$ cat src/rtl/seq_divider_pkg.sv
// rtl/seq_divider_pkg.sv - shared state encoding, default width and counter sizing for seq_divider_n
package seq_divider_pkg;

    typedef enum logic [1:0] {
        IDLE = 2'd0,
        RUN  = 2'd1,
        DONE = 2'd2
    } state_t;

    localparam int DEF_W = 16;

    // Counter must hold the value W itself, not just W-1.
    function automatic int cnt_w(input int w);
        return $clog2(w + 1);
    endfunction

endpackage

$ cat src/rtl/seq_div_step.sv
// rtl/seq_div_step.sv - one restoring shift-subtract iteration (combinational)
module seq_div_step
    import seq_divider_pkg::*;
#(
    parameter int W = DEF_W
) (
    input  logic [W-1:0] i_rem,
    input  logic         i_bit,
    input  logic [W-1:0] i_div,
    output logic [W-1:0] o_rem,
    output logic         o_q
);

    logic [W:0] w_trial;
    logic [W:0] w_diff;

    // One extra bit holds the borrow: a clear MSB means the trial subtraction fits.
    assign w_trial = {i_rem, i_bit};
    assign w_diff  = w_trial - {1'b0, i_div};
    assign o_q     = ~w_diff[W];
    assign o_rem   = o_q ? w_diff[W-1:0] : w_trial[W-1:0];

endmodule

$ cat src/rtl/seq_divider_n.sv
// rtl/seq_divider_n.sv - sequential restoring divider, one quotient bit per cycle
// Signed operation is enabled by defining SEQ_DIVIDER_SIGNED_EN; otherwise unsigned only.
module seq_divider_n
    import seq_divider_pkg::*;
#(
    parameter int W = DEF_W
) (
    input  logic         C,
    input  logic         RST,
    input  logic         S,
    input  logic         SG,
    input  logic [W-1:0] A,
    input  logic [W-1:0] B,
    output logic [W-1:0] Q,
    output logic [W-1:0] R,
    output logic         F,
    output logic         BSY,
    output logic         DZ,
    output logic         OV
);

    localparam int CW = cnt_w(W);

    state_t          r_state;
    logic [CW-1:0]   r_cnt;
    logic [W-1:0]    r_dvd;
    logic [W-1:0]    r_dvs;
    logic [W-1:0]    r_rem;

    logic [W-1:0]    w_rem;
    logic            w_qbit;
    logic [W-1:0]    w_quo;
    logic [W-1:0]    w_a_abs;
    logic [W-1:0]    w_b_abs;
    logic [W-1:0]    w_q_fin;
    logic [W-1:0]    w_r_fin;

    seq_div_step #(.W(W)) u_step (
        .i_rem (r_rem),
        .i_bit (r_dvd[W-1]),
        .i_div (r_dvs),
        .o_rem (w_rem),
        .o_q   (w_qbit)
    );

    // Dividend bits leave at the top while quotient bits enter at the bottom.
    assign w_quo = {r_dvd[W-2:0], w_qbit};

`ifdef SEQ_DIVIDER_SIGNED_EN
    logic r_qneg;
    logic r_rneg;
    logic r_ov;
    logic w_ov;

    assign w_a_abs = (SG && A[W-1]) ? -A : A;
    assign w_b_abs = (SG && B[W-1]) ? -B : B;
    assign w_ov    = SG && (A == {1'b1, {(W-1){1'b0}}}) && (B == {W{1'b1}});
    // MIN / -1 needs no special path: |MIN| / 1 with equal signs already yields MIN.
    assign w_q_fin = r_qneg ? -w_quo : w_quo;
    assign w_r_fin = r_rneg ? -w_rem : w_rem;
`else
    logic w_unused_sg;

    assign w_unused_sg = SG;
    assign w_a_abs     = A;
    assign w_b_abs     = B;
    assign w_q_fin     = w_quo;
    assign w_r_fin     = w_rem;
    assign OV          = 1'b0;
`endif

    always_ff @(posedge C) begin
        if (RST) begin
            r_state <= IDLE;
            r_cnt   <= '0;
            r_dvd   <= '0;
            r_dvs   <= '0;
            r_rem   <= '0;
            Q       <= '0;
            R       <= '0;
            F       <= 1'b0;
            BSY     <= 1'b0;
            DZ      <= 1'b0;
`ifdef SEQ_DIVIDER_SIGNED_EN
            r_qneg  <= 1'b0;
            r_rneg  <= 1'b0;
            r_ov    <= 1'b0;
            OV      <= 1'b0;
`endif
        end else begin
            case (r_state)
                IDLE: begin
                    if (S) begin
                        r_dvd <= w_a_abs;
                        r_dvs <= w_b_abs;
                        r_rem <= '0;
                        r_cnt <= CW'(W);
`ifdef SEQ_DIVIDER_SIGNED_EN
                        r_qneg <= SG && (A[W-1] ^ B[W-1]);
                        r_rneg <= SG && A[W-1];
                        r_ov   <= w_ov;
`endif
                        if (B == '0) begin
                            r_state <= DONE;
                            F       <= 1'b1;
                            Q       <= '1;
                            R       <= A;
                            DZ      <= 1'b1;
`ifdef SEQ_DIVIDER_SIGNED_EN
                            OV      <= 1'b0;
`endif
                        end else begin
                            r_state <= RUN;
                            BSY     <= 1'b1;
                        end
                    end
                end
                RUN: begin
                    r_rem <= w_rem;
                    r_dvd <= w_quo;
                    r_cnt <= r_cnt - 1'b1;
                    if (r_cnt == CW'(1)) begin
                        r_state <= DONE;
                        BSY     <= 1'b0;
                        F       <= 1'b1;
                        Q       <= w_q_fin;
                        R       <= w_r_fin;
                        DZ      <= 1'b0;
`ifdef SEQ_DIVIDER_SIGNED_EN
                        OV      <= r_ov;
`endif
                    end
                end
                DONE: begin
                    if (!S) begin
                        r_state <= IDLE;
                        F       <= 1'b0;
                    end
                end
                default: r_state <= IDLE;
            endcase
        end
    end

endmodule

$ cat config.mk
export PLATFORM = sky130hd
export DESIGN_NAME = seq_divider_n
export DESIGN_NICKNAME = d
export VERILOG_FILES = /design/src/rtl/seq_divider_pkg.sv /design/src/rtl/seq_div_step.sv /design/src/rtl/seq_divider_n.sv
export SDC_FILE = /design/constraint.sdc
export NUM_CORES = 1
export LEC_CHECK = 0
export CAP_MARGIN = 40
export CORE_ASPECT_RATIO = 1.2
export CORE_UTILIZATION = 40
export DETAILED_ROUTE_END_ITERATION = 12
export GPL_TIMING_DRIVEN = 0
export MAX_ROUTING_LAYER = met4
export PLACE_DENSITY = 0.6
export SYNTH_ARGS = -nofsm -noshare
export SYNTH_HDL_FRONTEND = slang
export SYNTH_SLANG_ARGS = --single-unit
$ cat constraint.sdc
create_clock -name C -period 4.1 [get_ports C]
set_input_delay 0.82 -clock C [delete_from_list [all_inputs] [get_ports C]]
set_output_delay 0.82 -clock C [all_outputs]
set_load 0.005 [all_outputs]
* Yosys cells after proc, flatten, opt, wreduce, memory -nomap -nowiden
Cells that the tools add are included.
** Storage, ports and cells
- Logic and storage cells :: 61
- Register bits after elaboration :: 90
- Input bits :: 36
** Operators by class
- Reductions and logical operators :: 10
- Mux-type cells :: 30
- Equal/unequal tests :: 8
- Bitwise gates (word level) :: 1
- $add $sub $neg :: 2
** Operators by type and width (count)
- $mux 16 :: 9
- $pmux 16 s2 :: 4
- $sub 17x16->17 :: 1
- $logic_not 16->1 :: 1
- $ne 2x2->1 const B :: 5
- $pmux 5 s2 :: 1
- $mux 2 :: 4
- $reduce_and 4->1 :: 2
- $mux 1 :: 7
- $pmux 2 s3 :: 1
- $eq 5x1->1 const B :: 1
- $mux 5 :: 1
- $reduce_and 5->1 :: 1
- $sub 5x1->5 const B :: 1
- $pmux 1 s2 :: 2
- $reduce_and 2->1 :: 2
- $pmux 1 s3 :: 1
- $reduce_and 3->1 :: 1
- $reduce_bool 3->1 :: 1
- $eq 2x1->1 const B :: 1
- $eq 2x2->1 const B :: 1
- $logic_not 2->1 :: 1
- $reduce_bool 2->1 :: 1
- $not 1->1 :: 1

* Longest topological paths before layout
Gate-level depths: netlist of the first run.
- Depth in word-level cells :: 4
- Mapped depth :: 13
- Depth with buffers taken out :: 11

* Modules after synthesis
From an unflattened synthesis of the first run, not the netlist that was laid out.
** Second synthesis, totals
- Cell total of the unflattened synthesis :: 512
- Area, all modules :: 4503.1 um^2
** Modules (own cells, without submodules)
- seq_divider_n :: cells each 384, area an instance 3493.4 um^2, times used 1, seq. area each 1801.7 um^2
- seq_div_step :: cells each 128, area an instance 1009.7 um^2, times used 1, seq. area each 0.0 um^2

* Worst setup path after synthesis of the first run
Ideal clock, no wire load.
- Path kind :: register to register
- Start :: reg r_dvd[15]
- End :: reg r_dvd[0]
- Setup time :: 0.128 ns
- Data arrival time :: 2.654 ns
- Path buffers :: 2
- Slack :: 1.318 ns
- Period minus slack after synthesis :: 2.782 ns
- Cell stages (with the launch flop) :: 14
- Cell sequence :: dfxtp_1 inv_1 ha_1 fa_1 nor2b_4 o31a_1 o41ai_2 o21a_2 a21o_4 a211o_1 buf_4 buf_2 a222oi_1 nor2_1
** On the way
- Word-level cells in the longest chain between the ends :: 3
** Ends and longest elaborated chain
- from (decl) :: line seq_divider_n.sv:26 : logic [W-1:0] r_dvd;
- from (signal assigned) :: line seq_divider_n.sv:94 : r_dvd <= w_a_abs;
- from (signal assigned) :: line seq_divider_n.sv:120 : r_dvd <= w_quo;
- $sub 17x16->17 :: line seq_div_step.sv:19 : assign w_diff = w_trial - {1'b0, i_div};
- $not 1->1 :: line seq_div_step.sv:20 : assign o_q = ~w_diff[W];
- $pmux 16 s2 :: line seq_divider_n.sv:91 : case (r_state)
No other way between the ends.
A chain may end at the register's enable or synchronous reset.

* Worst setup path after layout of the first run
- Start :: in B[10]
- End :: reg R[2]
** On the way
- Word-level cells in the longest chain between the ends :: 3
** Ends and longest elaborated chain
- from (decl) :: line seq_divider_n.sv:13 : input logic [W-1:0] B,
- $logic_not 16->1 :: line seq_divider_n.sv:103 : if (B == '0) begin
- $ne 2x2->1 (no line)
- $reduce_and 4->1 (no line)
- to (signal assigned) :: line seq_divider_n.sv:127 : R <= w_r_fin;
- to (decl) :: line seq_divider_n.sv:15 : output logic [W-1:0] R,
No other way between the ends.

==> metrics.md, run 1 <==
| Metric | Value |
|---|---|
| Worst reg2reg path depth | 13 |
| Io pins | between 70 and 80 |
| CTS tree | built |
| Slew @ Worst Pin | ~850 ps |
| FF-to-FF End | R[12]$_SDFFE_PP0P_ |
| Hold Crit Endpoint | r_dvs[12]$_SDFFE_PP0P_ |
| Synth Cell Area | 4928 µm² |
| Remaining antenna violation count | 0 |
| DIE HEIGHT | 123.6 µm |
| Reg clk slew, reported paths | 70 ps |
| Crit Path Max Fanout | 10 |
| Die W | 103.3 µm |
| FF/Latch Area | roughly 1800 µm² |
| Hold Crit Class | reg -> reg |
| Synth Warn # | 0 |
| EDFF count, synth | 0 |
| Vias in the first global route | between 4000 and 5000 |
| Share of the synthesized area in the top cell type | between 30% and 40% |
| Post-synth top area cell | dfxtp_1 |
| Worst path max stage delay | between 600 and 700 ps |
| Count of unique library cells instantiated by Yosys | a little under 60 |
| Core Util, Final | between 50 and 60% |
| Syn nets | approximately 640 |
| Via density per instance | between 5 and 6 |
| Critical path type | in -> reg |
| 1st-pass router iterations | 5 |
| Maximum Capacitance Violations | 0 |
| Dominant synthesized flop cell | dfxtp_1 |
| # resized after CTS | 0 |
| CTS sink cnt | 90 |
| Total congestion overflow | 0 |
| Hold_ws | 456.0 ps |
| CP Buf/Inv Count | 2 |
| Initial antenna violation count | 0 |
| Fin crit share | between 80 and 90% |
| Synth cell count leaders | dfxtp_1, nand2_1, nor2_1, a21oi_1, inv_1 |
| Hold path start | r_dvs[12]$_SDFFE_PP0P_ |
| Setup TNS | 0 ps |
| Routed len/inst | 16.75 µm |
| Max Slew Vio Count | 0 |
| R2r setup slk | between 700 and 800 ps |
| Clock tree buffer depth | 2 |
| IR drop worst, VDD | slightly above 0.0004 V |
| CTS root buf | clkbuf_16 |
| Largest net degree at the start of global routing | 16 |
| Most common cell in the netlist | dfxtp_1 |
| Antenna diode count | 0 |
| Crit-path cells | clkdlybuf4s50_1, nor4_1, nand4_1, a21boi_0, nand2_1, clkbuf_1, o41ai_1 |
| Die area | between 10000 and 15000 µm² |
| Hold depth | 2 |
| CP arrival | around 3800 ps |
| Placer Congestion | approximately 0.84 |
| PwrDens | 642.2 nW/µm² |
| Area grow syn2layout | 23.79% |
| Worst path slowest cell | a21boi_0 |
| Syn Inst Count | approximately 590 |
| GRT Total Usage | 24.07% |
| Status | complete, no violations |
| Post-Route Skew | approximately 9.5 ps |
| Synth area leaders | dfxtp_1, nand2_1, nor2_1 |
| Detail Placement HPWL | 11030 µm |
| CTS Buf Count | 9 |
| Post-Layout Cell Count | 833 |
| Unrepaired setup endpoints after global routing | no |
| FILL cells | roughly 1200 |
| Row count | 44 |
| Min cycle time layout | 3567 ps |
| Total routed wirelength | between 10000 and 15000 µm |
| Clk Latency, worst-skew pair | approximately 350 ps |
| P_leak | between 2 and 2.5 nW |
| Asr flop ratio synth | 0% |
| Multi-input gate area | between 2000 and 3000 µm² |
| Crit path required time | around 4300 ps |
| CP delay by family, top | simple AND/OR/NAND/NOR gates |
| Final Setup Violations | 0 |
| Syn Area/Cell | 8.396 µm² |
| Drc violations | 0 |
| Core ar. | around 12000 µm² |
| Post-CTS Setup Bufs | 0 |
| Nature of the critical path endpoint | register |
| RR Startpoint | r_dvd[15]$_SDFFE_PP0P_ |
| Max Freq | between 200 and 300 MHz |
| Sequential area share after synthesis | between 30% and 40% |
| CP startpoint | B[10] |
| Starting Density | approximately two fifths |
| Setup crit start kind | input port |
| Relative slew slack | 43.13% |
| Register bit total from synthesis | 90 |
| Cts hold-fix bufs | 0 |
| I/O Buffers | between 60 and 70 |
| Vias | 4554 |
| Initial DRC count | 210 |
| Final Hold Viols | 0 |
| H-tree levels | 3 |
| Share of layout cells above drive strength 1 | a little under a tenth |
| Global-route wire length before repair | about 23000 µm |
| # nets final | 722 |
| Dpl cells | 817 |
-- flip-flops by register name, indices dropped and copies added (netlist names) --
signal / cells
r_dvd: 16
r_state: 2
DZ: 1
F: 1
r_rem: 16
r_cnt: 5
Q: 16
R: 16
r_dvs: 16
BSY: 1
-- tightest hold or removal path, delay by kind of cell (launching register included) --
kind	cells	cell delay, ps
AOI/OAI and AO/OA	1	50
and+or+nand+nor	1	50
DFF	1	310
-- cell type report --
cell class	count	share of cell area [%]
Buffer	41	3.056
Clock buffer	11	3.979
Clock inverter	5	0.6153
Inverter	39	2.400
Multi-Input combinational cell	417	45.80
Sequential cell	90	29.53
Tap cell	161	3.302
Timing Repair Buffer	69	11.32
-- per-stage QoR --
| step | power, W | cell area (µm²) | setup slack [ps] |
|---|---|---|---|
| finish | 0.003918 | 6101 | 532.7 |
| global route | 0.004161 | 6101 | 339.8 |
| detailed placement | 0.003131 | 5821 | 237.7 |
| CTS | 0.003922 | 6101 | 573.1 |
| global placement | 0.003098 | 5821 | 247.8 |
| floorplan | 0.002578 | 4928 | 1318 |
-- cells by family after synthesis --
group / Yosys count / synth area share (%)
and+or+nand+nor: 205 / 18.68
AOI/OAI and AO/OA: 177 / 29.93
adders and majority gates: 19 / 4.976
muxes: 6 / 1.422
xor gates and xnor gates: 9 / 1.599
buffers and inverters: 80 / 6.753
other: 1 / 0.07609
DFF: 90 / 36.56
-- worst max-delay path by stage --
stage | slack, ps | to | cells past startpoint
after floorplan | 1320 | r_dvd[0]$_SDFFE_PP0P_ | 13
after global placement | 250 | R[2]$_SDFFE_PP0P_ | 7
after detailed placement | 240 | R[2]$_SDFFE_PP0P_ | 7
after CTS | 570 | R[2]$_SDFFE_PP0P_ | 7
after global routing | 340 | R[2]$_SDFFE_PP0P_ | 7
final | 530 | R[2]$_SDFFE_PP0P_ | 7
-- power by group --
group          total (W)  switching, W  internal (W)
sequential       0.00106     0.0000741      0.000985
combinational    0.00206       0.00129      0.000779
clock           0.000794      0.000363      0.000431
total            0.00392       0.00172       0.00220
-- cells in the final DEF (no fill, tap or decap), types with 3 or more instances in the layout --
cell,instances
dfxtp_1,90
nand2_1,83
clkdlybuf4s50_1,69
nor2_1,65
a21oi_1,44
inv_1,38
clkbuf_1,30
a211oi_1,28
o21ai_0,22
ha_1,18
nand3b_1,12
a311oi_1,11
o22ai_1,10
nor3_1,9
clkbuf_16,9
o41ai_2,8
nand3_1,7
a2111oi_4,7
a211oi_2,7
xnor2_1,6
nand2b_1,5
buf_2,5
or3_1,5
nor4_1,5
o21a_1,4
a21o_1,4
or2_2,4
o31ai_1,4
mux2i_1,4
o31a_1,3
nor2b_1,3
buf_4,3
a31oi_1,3
xor2_1,3
a2111oi_2,3
o41ai_1,3
-- per-layer routing --
layer | wire length (µm) | share of wire, % | track usage [%]
met1 | 5979 | 43 | 28.15
met2 | 7012 | 50 | 41.25
met3 | 571 | 4.1 | 3.872
met4 | 392 | 2.8 | 9.243
met5 | 0 | 0 | -
Power figures use the tool's default switching activity.
==> run 2: changes to the inputs <==
--- a/config.mk
+++ b/config.mk
@@ -11,7 +11,7 @@
 export DETAILED_ROUTE_END_ITERATION = 12
 export GPL_TIMING_DRIVEN = 0
 export MAX_ROUTING_LAYER = met4
-export PLACE_DENSITY = 0.6
+export PLACE_DENSITY = 0.62
 export SYNTH_ARGS = -nofsm -noshare
 export SYNTH_HDL_FRONTEND = slang
 export SYNTH_SLANG_ARGS = --single-unit
==> constraint.sdc (replaced) <==
create_clock -name C -period 2.9 [get_ports C]
set_input_delay 0.58 -clock C [delete_from_list [all_inputs] [get_ports C]]
set_output_delay 0.58 -clock C [all_outputs]
set_load 0.005 [all_outputs]
==> metrics.md, run 2 (same netlist as run 1, synthesis figures left out) <==
| Metric | Value |
|---|---|
| Total routed wirelength | roughly 15000 µm |
| Gate power share | 58.7% |
| Total congestion overflow | 0 |
| Crit-path cells | inv_2, ha_4, fa_2, nor2b_4, o31a_1, o41ai_2, o21a_2, a21o_4, a211o_1, buf_6, buf_6, mux2_4, a211oi_2 |
| CTS root buf | clkbuf_16 |
| Slew @ Worst Pin | approximately 900 ps |
| Crit Path Max Fanout | 6 |
| Flop pwr share | 22.9% |
| Drc violations | 0 |
| Detail Placement HPWL | 10970 µm |
| Core ar. | ~12000 µm² |
| Clock power frac | 18.4% |
| Die area | roughly 13000 µm² |
| Share of layout cells above drive strength 1 | about 15% |
| Starting Density | between 40 and 50% |
| Clk Latency, worst-skew pair | 350 ps |
| Most frequent cells in the layout | dfxtp_1, nand2_1, clkdlybuf4s50_1, nor2_1, a21oi_1 |
| Io pins | 72 |
| Row count | 44 |
| Internal Pwr Total | 0.003752 W |
| Status | complete, but fails checks |
| Final Hold Viols | 0 |
| Global-route wire length before repair | approximately 22000 µm |
| CTS sink cnt | 90 |
| Final Setup Violations | 2 |
| Setup TNS | -32.40 ps |
| Fin crit share | 101.0% |
| GRT Total Usage | a little under a quarter |
| Failing checks | negative setup slack |
| Nature of the critical path endpoint | register |
| Die W | between 100 and 150 µm |
| Switching portion of total power | around 43% |
| CP Buf/Inv Count | 3 |
| Vias in the first global route | between 4000 and 5000 |
| Routed len/inst | between 15 and 20 µm |
| Max Slew Vio Count | 0 |
| Remaining antenna violation count | 0 |
| Via density per instance | about 5.5 |
| CP delay by family, top | compound AO/OA/AOI/OAI gates |
| DIE HEIGHT | 123.6 µm |
| Placer Congestion | 0.8726 |
| Reg clk slew, reported paths | about 70 ps |
| Total power | ~0.0066 W |
| Unrepaired setup endpoints after global routing | yes |
| PwrDens | between 1000 and 1500 nW/µm² |
| Hold Crit Class | reg -> reg |
| CTS tree | built |
| Initial DRC count | 260 |
| Psw | approximately 0.0028 W |
| Max Freq | 341.6 MHz |
| Crit path required time | ~3200 ps |
| CTS Buf Count | 9 |
| Worst path slowest cell | fa_2 |
| Largest net degree at the start of global routing | 16 |
| 1st-pass router iterations | 4 |
| Initial antenna violation count | 0 |
| I/O Buffers | 69 |
| Core Util, Final | between 50 and 60% |
| Clock tree buffer depth | 2 |
| Relative slew slack | around two fifths |
| Area grow syn2layout | 31.61% |
| Cell mode on critical path | buf_6 |
| IR drop worst, VDD | about 0.00082 V |
| Cts hold-fix bufs | 0 |
| DP Worst Slack | -784.2 ps |
| Post-Route Skew | ~8.6 ps |
| FILL cells | 1107 |
| # nets final | 738 |
| Maximum Capacitance Violations | 0 |
| Vias | between 4000 and 5000 |
| Min cycle time layout | around 3000 ps |
| CP arrival | around 3200 ps |
| H-tree levels | 3 |
| Worst setup margin | -27.80 ps |
| Worst path max stage delay | 360 ps |
| Setup crit start kind | register |
| Most common cell after layout, fill and taps aside | dfxtp_1 |
| P_leak | around 2.3 nW |
| Critical path type | reg -> reg |
| Antenna diode count | 0 |
[run 2: cell count changes in the layout (fill, tap and decap cells not counted), sizes merged]
cell / change
buf: +16
inv: -1
bufinv: +1
[run 2: per-layer routing]
layer | global-route usage [%] | vias up | wire length [µm]
li1 | - | 2291 | -
met1 | 27.01 | 2254 | 6069
met2 | 41.50 | 118 | 7603
met3 | 4.209 | 22 | 566
met4 | 8.627 | 0 | 320
met5 | - | - | 0
[run 2: what timing repair did]
item,in CTS,in global routing
buffers inserted,10,4
gates resized for setup,28,23
setup endpoints to repair,50,42
cloned,2,0
pin swaps,16,13
[run 2: worst paths after layout]
path                          startpoint                     to  slack, ps  depth (start not counted)
setup / recovery  r_dvd[15]$_SDFFE_PP0P_      R[0]$_SDFFE_PP0P_        -30                         13
hold / removal     r_dvs[5]$_SDFFE_PP0P_  r_dvs[5]$_SDFFE_PP0P_        460                          2
setup reg to reg  r_dvd[15]$_SDFFE_PP0P_      R[0]$_SDFFE_PP0P_        -30                         13
hold reg to reg    r_dvs[5]$_SDFFE_PP0P_  r_dvs[5]$_SDFFE_PP0P_        460                          2
[run 2: area by class of cell]
| cell class | count | area (µm²) | area share, % |
|---|---|---|---|
| sequential | 90 | 1804 | 27.82 |
| tap | 161 | 201.4 | 3.106 |
| timing repair buffer | 85 | 832.0 | 12.83 |
| clock inverter | 5 | 62.56 | 0.9645 |
| multi-input combinational | 417 | 2987 | 46.05 |
| buffer | 41 | 210.2 | 3.241 |
| clock buffer | 11 | 242.7 | 3.742 |
| inverter | 39 | 146.4 | 2.257 |
[run 2: through the flow]
stage,cells,cell area (µm²),hold WS [ps]
6_report,849,6486,456.4
5_1_grt,849,6486,479.6
4_1_cts,845,6357,456.9
3_5_place_dp,817,5821,448.2
3_3_place_gp,817,5821,444.1
2_1_floorplan,587,4928,436.3
[run 2: power groups by stage]
stage                     combinational [W]  clock (W)  sequential [W]
final                               0.00385    0.00121         0.00151
after global routing                0.00409    0.00127         0.00152
after CTS                           0.00356    0.00122         0.00150
after detailed placement            0.00288          0         0.00153
after global placement              0.00285          0         0.00152
after floorplan                     0.00214          0         0.00150
[run 2: worst min-delay path, cell delays in order (launching register included)]
cell     delay (ps)
dfxtp_1         310
nand2_1          50
a21oi_1          50
==> run 3: changes to the inputs <==
--- a/config.mk
+++ b/config.mk
@@ -12,6 +12,7 @@
 export GPL_TIMING_DRIVEN = 0
 export MAX_ROUTING_LAYER = met4
 export PLACE_DENSITY = 0.62
+export RECOVER_POWER = 50
 export SYNTH_ARGS = -nofsm -noshare
 export SYNTH_HDL_FRONTEND = slang
 export SYNTH_SLANG_ARGS = --single-unit
==> metrics.md, run 3 (same netlist as run 1, synthesis figures left out) <==
| Metric | Value |
|---|---|
| Area grow syn2layout | 31.61% |
| Placer Congestion | approximately 0.87 |
| Worst path slowest cell | fa_2 |
| Core ar. | 12060 µm² |
| CP Buf/Inv Count | 3 |
| Routed len/inst | roughly 17 µm |
| GRT Total Usage | about a quarter |
| FILL cells | around 1100 |
| Largest net degree at the start of global routing | 16 |
| Maximum Capacitance Violations | 0 |
| Global-route wire length before repair | 22360 µm |
| Slew @ Worst Pin | between 800 and 900 ps |
| Via density per instance | around 5.5 |
| Clk Latency, worst-skew pair | around 350 ps |
| Post-Route Skew | roughly 7.5 ps |
| FF-to-FF End | R[0]$_SDFFE_PP0P_ |
| DIE HEIGHT | about 120 µm |
| CTS sink cnt | 90 |
| 1st-pass router iterations | 4 |
| Total congestion overflow | 0 |
| CTS Buf Count | 9 |
| Io pins | 72 |
| Clock tree buffer depth | 2 |
| Total power | 0.006562 W |
| Relative slew slack | 41.21% |
| Antenna diode count | 0 |
| Cell mode on critical path | buf_6 |
| Fin crit share | 100.8% |
| CTS root buf | clkbuf_16 |
| Die W | slightly above 100 µm |
| Final Hold Viols | 0 |
| Unrepaired setup endpoints after global routing | yes |
| Critical path type | reg -> reg |
| P_leak | approximately 2.4 nW |
| Starting Density | 40.88% |
| Hold Crit Endpoint | r_dvs[10]$_SDFFE_PP0P_ |
| Worst setup margin | -22.44 ps |
| Vias in the first global route | around 4400 |
| Failing checks | negative setup slack |
| Detail Placement HPWL | about 11000 µm |
| CP delay by family, top | compound AO/OA/AOI/OAI gates |
| Share of layout cells above drive strength 1 | 14.83% |
| Row count | 44 |
| CP arrival | between 3000 and 4000 ps |
| Hold depth | 2 |
| CTS tree | built |
| Total routed wirelength | around 15000 µm |
| Worst reg2reg path depth | 13 |
| H-tree levels | 3 |
| Nature of the critical path endpoint | register |
| Hold Crit Class | reg -> reg |
| I/O Buffers | between 60 and 70 |
| Hold path start | r_dvs[10]$_SDFFE_PP0P_ |
| Setup crit start kind | register |
| Min cycle time layout | roughly 3000 ps |
| Initial DRC count | between 200 and 300 |
| Vias | 4678 |
| PwrDens | slightly above 1000 nW/µm² |
| Final Setup Violations | 1 |
| Drc violations | 0 |
| Most common cell after layout, fill and taps aside | dfxtp_1 |
| Remaining antenna violation count | 0 |
| Max Slew Vio Count | 0 |
| RR Startpoint | r_dvd[15]$_SDFFE_PP0P_ |
| # nets final | ~740 |
| Status | complete, but fails checks |
| Final Instance Area | between 6000 and 7000 µm² |
| R2r setup slk | -20 ps |
| Most frequent cells in the layout | dfxtp_1, nand2_1, nor2_1, a21oi_1, inv_1 |
| Crit path required time | 3170 ps |
| Reg clk slew, reported paths | ~60 ps |
| Initial antenna violation count | 0 |
| Max Freq | between 300 and 400 MHz |
| Worst path max stage delay | roughly 360 ps |
| Crit Path Max Fanout | 6 |
| Crit-path cells | inv_2, ha_4, fa_2, nor2b_4, o31a_1, o41ai_2, o21a_2, a21o_4, a211o_1, buf_6, buf_6, mux2_4, a211oi_2 |
| Die area | 12770 µm² |
| DP Area | around 5800 µm² |
| IR drop worst, VDD | 0.0008274 V |
-- run 3: cell types whose count changed in the layout (fill, tap and decap cells not counted), sizes merged --
cell           change
dlygate4sd3       +36
clkdlybuf4s50     -36
-- run 3: where the power goes --
| part | total [W] | leakage (nW) | switching (W) | internal (W) |
|---|---|---|---|---|
| sequential | 0.00150 | 0.737 | 0.000110 | 0.00139 |
| combinational | 0.00385 | 1.55 | 0.00221 | 0.00164 |
| clock | 0.00121 | 0.142 | 0.000511 | 0.000697 |
-- run 3: area by class of cell --
class / count / area, µm² / share of cell area (%)
clock buffer: 11 / 242.7 / 3.742
inverter: 39 / 146.4 / 2.257
buffer: 41 / 210.2 / 3.241
multi-input combinational: 417 / 2987 / 46.05
tap: 161 / 201.4 / 3.106
sequential: 90 / 1804 / 27.82
clock inverter: 5 / 62.56 / 0.9645
timing repair buffer: 85 / 832.0 / 12.83
-- run 3: layer usage --
metal	global-route usage, %	vias up	share of wire (%)
li1	-	2290	-
met1	27.01	2253	42
met3	4.209	24	3.8
met2	41.50	111	52
met4	8.627	0	2.2
met5	-	-	0
-- run 3: worst register-to-register path, cell delays in order, from the launching register on --
cell and delay [ps]:
dfxtp_2 330, inv_2 50, ha_4 150, fa_2 360
nor2b_4 120, o31a_1 180, o41ai_2 70, o21a_2 270
a21o_4 230, a211o_1 290, buf_6 160, buf_6 120
mux2_4 310, a211oi_2 200
-- run 3: how the worst max path moves through the flow --
stage | start | to | cells past startpoint
2_1_floorplan | r_dvd[15]$_SDFFE_PP0P_ | r_dvd[0]$_SDFFE_PP0P_ | 13
3_3_place_gp | B[10] | R[2]$_SDFFE_PP0P_ | 7
3_5_place_dp | B[10] | R[10]$_SDFFE_PP0P_ | 7
4_1_cts | r_dvd[15]$_SDFFE_PP0P_ | R[8]$_SDFFE_PP0P_ | 13
5_1_grt | r_dvd[15]$_SDFFE_PP0P_ | R[15]$_SDFFE_PP0P_ | 13
6_report | r_dvd[15]$_SDFFE_PP0P_ | R[0]$_SDFFE_PP0P_ | 13
-- run 3: what timing repair did --
item,in CTS,in global routing
pin swaps,16,13
hold buffers,0,0
cloned,2,0
resized for setup,28,23
setup endpoints to repair,50,42
buffers inserted,10,4
-- run 3: per-stage QoR --
stage	setup WS [ps]	TNS [ps]	instances	hold WS [ps]	utilization [%]
after floorplan	118.5	0	587	436.3	-
after global placement	-767.3	-22510	817	444.1	48.28
after detailed placement	-784.2	-24160	817	448.2	48.28
after CTS	-14.99	-48.60	845	456.9	52.73
after global routing	-115.1	-1047	849	479.6	53.80
final	-22.44	-22.44	849	456.7	53.80
==> edit 1: new RTL, settings of run 3 <==
Add a define of `SEQ_DIVIDER_SIGNED_EN`.
--- a/src/rtl/seq_divider_n.sv
+++ b/src/rtl/seq_divider_n.sv
@@ -1,5 +1,7 @@
 // rtl/seq_divider_n.sv - sequential restoring divider, one quotient bit per cycle
 // Signed operation is enabled by defining SEQ_DIVIDER_SIGNED_EN; otherwise unsigned only.
+`define SEQ_DIVIDER_SIGNED_EN
+
 module seq_divider_n
     import seq_divider_pkg::*;
 #(
Behaviour: no difference found for any inputs over 4 cycles, from zero or initial values and one cycle with RST high; that may be too few to reach the edited logic, so the function may still have changed.
==> edit 1 against run 3 <==
- sequential cell count is 4 higher
- count of clock-buffer cells in the layout is 2 lower
- power is 10% lower
- synthesized area is 25% higher
- critical endpoint is now Q[15]
- maximum frequency is 14% lower
- worst setup slack worse by 0.46 ns
- global-route usage is 3.3 points higher
- design area is 30% higher
- utilization is 2.1 points higher
- hold slack better by 0.0057 ns
- first-iteration DRC count is 62% higher
- the run still ends with setup timing left
- routed wire length is 43% higher
==> edit 1: results (changes against run 3) <==
status=finished, violations left; failing checks=setup timing; number of global-route vias before repair=5750 (+30%); xor/xnor cell area share of the yosys netlist=8.79% (+7.2 points); syn avg cell area=7.84 um^2 (-6.7%); Clock Skew=0.0114 ns (+0.00383 ns); vias per cell=5.67 (+2.8%); Port-buffer cells=71 (+2.9%); crit path DAT=3.60 ns (+0.41 ns); GRT Total Usage=27.1% (+3.3 points); Placed Cells=1063 (+30%); final net count=962 (+30%); first-pass GRT wire length=31800 um (+42%); gpl congestion=0.894 (+2.5%); worst hold slack=0.462 ns (+0.00569 ns); critical-path cell with the highest stage delay=or4_4; reg2reg path depth=14 (+1); post-detailed-route wirelength per cell=18.8 um (+9.4%); First DRT Iteration DRCs=419 (+62%); pin count of the biggest net entering global routing=18 (+2); Worst Setup Slack, final=-0.483 ns (-0.461 ns); share of layout cells above drive strength 1=20.2% (+5.4 points); static leakage=0.00319 uW (+31%); largest cells by area after synthesis=dfxtp_1 30%, nor2_1 7.3%, xor2_1 5.1%, a21oi_1 5.0%, ha_1 4.7%; kind of cell adding the most delay to the critical path=simple AND/OR/NAND/NOR gates; adder-cell area share of the yosys netlist=4.98% (+0.0089 points); Pre-antenna DRT Iters=7 (+3); VDD IR max=0.374 mV (-55%); Synth cell types=76 (+29%); endpoints failing setup=30 (+29); synthesized netlist net count=848 (+32%); crit path max fanout=3 (-3); Slew HR=39.0% (-2.3 points); vias post-DR=6295 (+35%); post-synthesis mux area share=2.88% (+1.5 points)
[edit 1: cell count changes in the layout (fill, tap and decap cells not counted), sizes merged, moves of 12 or more]
| cell | change |
|---|---|
| xnor2 | +20 |
| a22oi | +12 |
| buf | +13 |
| nor2 | +56 |
| a31oi | +23 |
| xor2 | +33 |
| a21oi | +19 |
[edit 1: final timing paths]
kind / start / endpoint
setup / recovery: r_dvd[15] / Q[15]
setup reg to reg: r_dvd[15] / Q[15]
hold reg to reg: BSY / BSY
hold / removal: BSY / BSY
[edit 1: timing repair]
action | in CTS | in global routing
buffers inserted | 22 | 12
pin swaps | 40 | 29
hold endpoints to repair | 0 | 0
setup endpoints to repair | 48 | 48
gates resized for setup | 72 | 59
[edit 1: per-layer routing]
layer	GRT usage, %	vias to the layer above	routed length, um
met4	9.91	0	514
li1	-	3060	-
met1	35.9	3011	9350
met3	3.29	35	1070
met5	-	-	0
met2	41.9	189	9920
[edit 1: report_power, final]
group	total, uW	switching (uW)	internal (uW)	leakage (uW)
registers	1560	134	1430	0.000775
logic	3060	1690	1370	0.00227
clock network	1260	583	679	0.000145
total	5890	2410	3480	0.00319
[edit 1: kinds of logic (layout without fill, tap and decap cells)]
kind of cell | Yosys count | in the layout
AO/OA/AOI/OAI | 221 | 221
XOR/XNOR | 62 | 62
adder cells (fa/ha/maj) | 24 | 24
buffers and inverters | 79 | 198
flip-flops | 94 | 94
multiplexers | 17 | 17
AND/OR/NAND/NOR | 291 | 291
[edit 1: layout make-up]
type,count,area (um^2)
inverter,34,135
tap,204,255
clock inverter,7,83.8
buffer,43,275
clock buffer,9,225
multi-input combinational,615,4530
fill,1385,6620
timing repair buffer,105,995
sequential,94,1900
[edit 1: per-stage QoR]
step | setup slack, ns | instance area, um^2 | setup TNS [ns] | utilization, % | power [uW]
floorplan | -0.393 | 6270 | -3.09 | - | 3200
global route | -0.588 | 8400 | -11.63 | 55.9 | 6170
detailed placement | -1.16 | 7240 | -33.71 | 48.2 | 3870
finish | -0.483 | 8400 | -7.76 | 55.9 | 5890
global placement | -1.15 | 7240 | -32.84 | 48.2 | 3860
CTS | -0.470 | 8020 | -6.63 | 53.4 | 5500
[edit 1: tightest hold or removal path, delay by kind of cell, from the launching register on]
family	cells	cell delay [ns]
flops	1	0.31
simple gates	1	0.05
compound gates	1	0.05
==> edit 2: new RTL, flow settings as in run 3 <==
Made on the original files. Encoding of `state_t`: now one-hot (3 bits for 3 states).
--- a/src/rtl/seq_divider_pkg.sv
+++ b/src/rtl/seq_divider_pkg.sv
@@ -1,10 +1,10 @@
 // rtl/seq_divider_pkg.sv - shared state encoding, default width and counter sizing for seq_divider_n
 package seq_divider_pkg;
 
-    typedef enum logic [1:0] {
-        IDLE = 2'd0,
-        RUN  = 2'd1,
-        DONE = 2'd2
+    typedef enum logic [2:0] {
+        IDLE = 3'b001,
+        RUN  = 3'b010,
+        DONE = 3'b100
     } state_t;
 
     localparam int DEF_W = 16;
Check against the original RTL: no difference found for any inputs over 10 cycles, from zero or initial values and one cycle with RST high; not proved beyond that.
==> edit 2 against run 3 <==
- routed wire length decreased by 11%
- synthesized cell count shrank 3.2%
- global-route usage shrank 0.91 points
- design area shrank 8.2%
- non-clock buffer count is 18 lower
- sequential cell count rose by 1
- synthesized area fell by 6.6%
- critical path depth is 3 lower
- count of clock-buffer cells in the layout is the same
- worst setup slack improved by 0.11 ns
- utilization fell by 0.35 points
- final cell count fell by 4.6%
- critical path type unchanged
Power is not compared: it rests on default switching activity, and its combinational part moved more than twofold at a synthesized area within 25%.
==> edit 2: results (changes against run 3) <==
status=finished clean; Clock Skew=0.00809 ns (+0.000558 ns); Post-Layout Cell Count=810 (-4.6%); Non-clock buffer share=15.1% (-0.94 points); FF+latch count, synth=91 (+1.1%); Multi-input gate area=2650 um^2 (-11%); crit path DAT=3.01 ns (-0.18 ns); VDD IR max=around 0.3 mV; sequential share of cell area=30.6% (+2.8 points); Primary FF master, synth=dfxtp_1; final wirelength=13000 um (-11%); Worst Max-Slew Pin Slew=0.621 ns (-0.261 ns); share of layout cells above drive strength 1=6.71% (-8.1 points); switching part of the total power=between 30% and 40%; Non-clk invs=19 (-51%); first-pass GRT wire length=20800 um (-7.0%); endpoints failing setup=0 (-1); clock-cell share of area=5.27% (+0.57 points); largest cells by area after synthesis=dfxtp_1 40%, nand2_1 7.7%, nor2_1 5.3%, ha_1 4.9%, a21oi_1 4.8%; Post-DP Area=5490 um^2 (-5.7%); Synth cell types=57 (-3.4%); Placed Cells=791 (-3.2%); GRT Total Usage=22.8% (-0.91 points); sequential-to-total area share from yosys stat=39.6% (+3.0 points); vias per cell=5.41 (-1.7%); First DRT Iteration DRCs=188 (-27%); Filler cells=1128 (+1.9%); Die Width=99.9 um (-3.3%); Port-buffer cells=69 (unchanged); number of global-route vias before repair=4241 (-4.4%); Area Overhead vs Synth=29.3%; synthesized netlist net count=623 (-3.0%); HPWL after DPL=9960 um (-9.2%); final net count=706 (-4.3%); crit path max fanout=9 (+3); gpl congestion=0.916 (+5.0%); Repair and plain buffers=108 (-14%)
## edit 2: path summary, 6_finish.rpt
| check | depth (start not counted) | from | slack (ns) | to |
|---|---|---|---|---|
| max | 10 | r_dvs[7] | 0.09 | R[11] |
| min | 2 | r_dvs[14] | 0.46 | r_dvs[14] |
| max reg2reg | 10 | r_dvs[7] | 0.09 | R[11] |
| min reg2reg | 2 | r_dvs[14] | 0.46 | r_dvs[14] |
## edit 2: power by group through the flow
stage                     Combinational, uW  Sequential, uW  Clock, uW
after CTS                               968            1370       1230
after floorplan                         628            1380          0
after global routing                   1120            1370       1290
after global placement                  863            1390          0
after detailed placement                874            1390          0
final                                  1040            1370       1220
## edit 2: critical path: stages, from the launching register on
cell and delay (ns):
dfxtp_1 0.33, inv_1 0.08, ha_1 0.37, a2111o_1 0.48
o211a_4 0.28, a21oi_4 0.21, o211a_1 0.22, buf_8 0.16
buf_12 0.16, mux2i_4 0.27, o22ai_1 0.12
## edit 2: repair_timing
item | 4_1_cts | 5_1_grt
endpoints found under the setup margin | 15 | 36
cloned | 0 | 1
gates resized for setup | 11 | 10
hold endpoints to repair | 0 | 0
setup buffers | 2 | 0
pin swaps | 3 | 3
## edit 2: logic make-up (layout without fill, tap and decap cells)
logic type	count (synthesis)	after routing	share of synthesized area, %
AND/OR/NAND/NOR	213	213	20.4
AO/OA/AOI/OAI	157	157	22.9
flip-flops	91	91	39.6
buffers and inverters	55	143	5.16
adder cells (fa/ha/maj)	19	19	5.33
multiplexers	18	18	3.94
XOR/XNOR	14	14	2.66
other	1	1	0.0814
## edit 2: layer usage
metal	GRT usage (%)	routed length, um	vias to the layer above
li1	-	-	2195
met1	27.3	5680	2058
met2	38.8	6440	112
met3	3.26	546	21
met4	8.64	286	0
met5	-	0	-
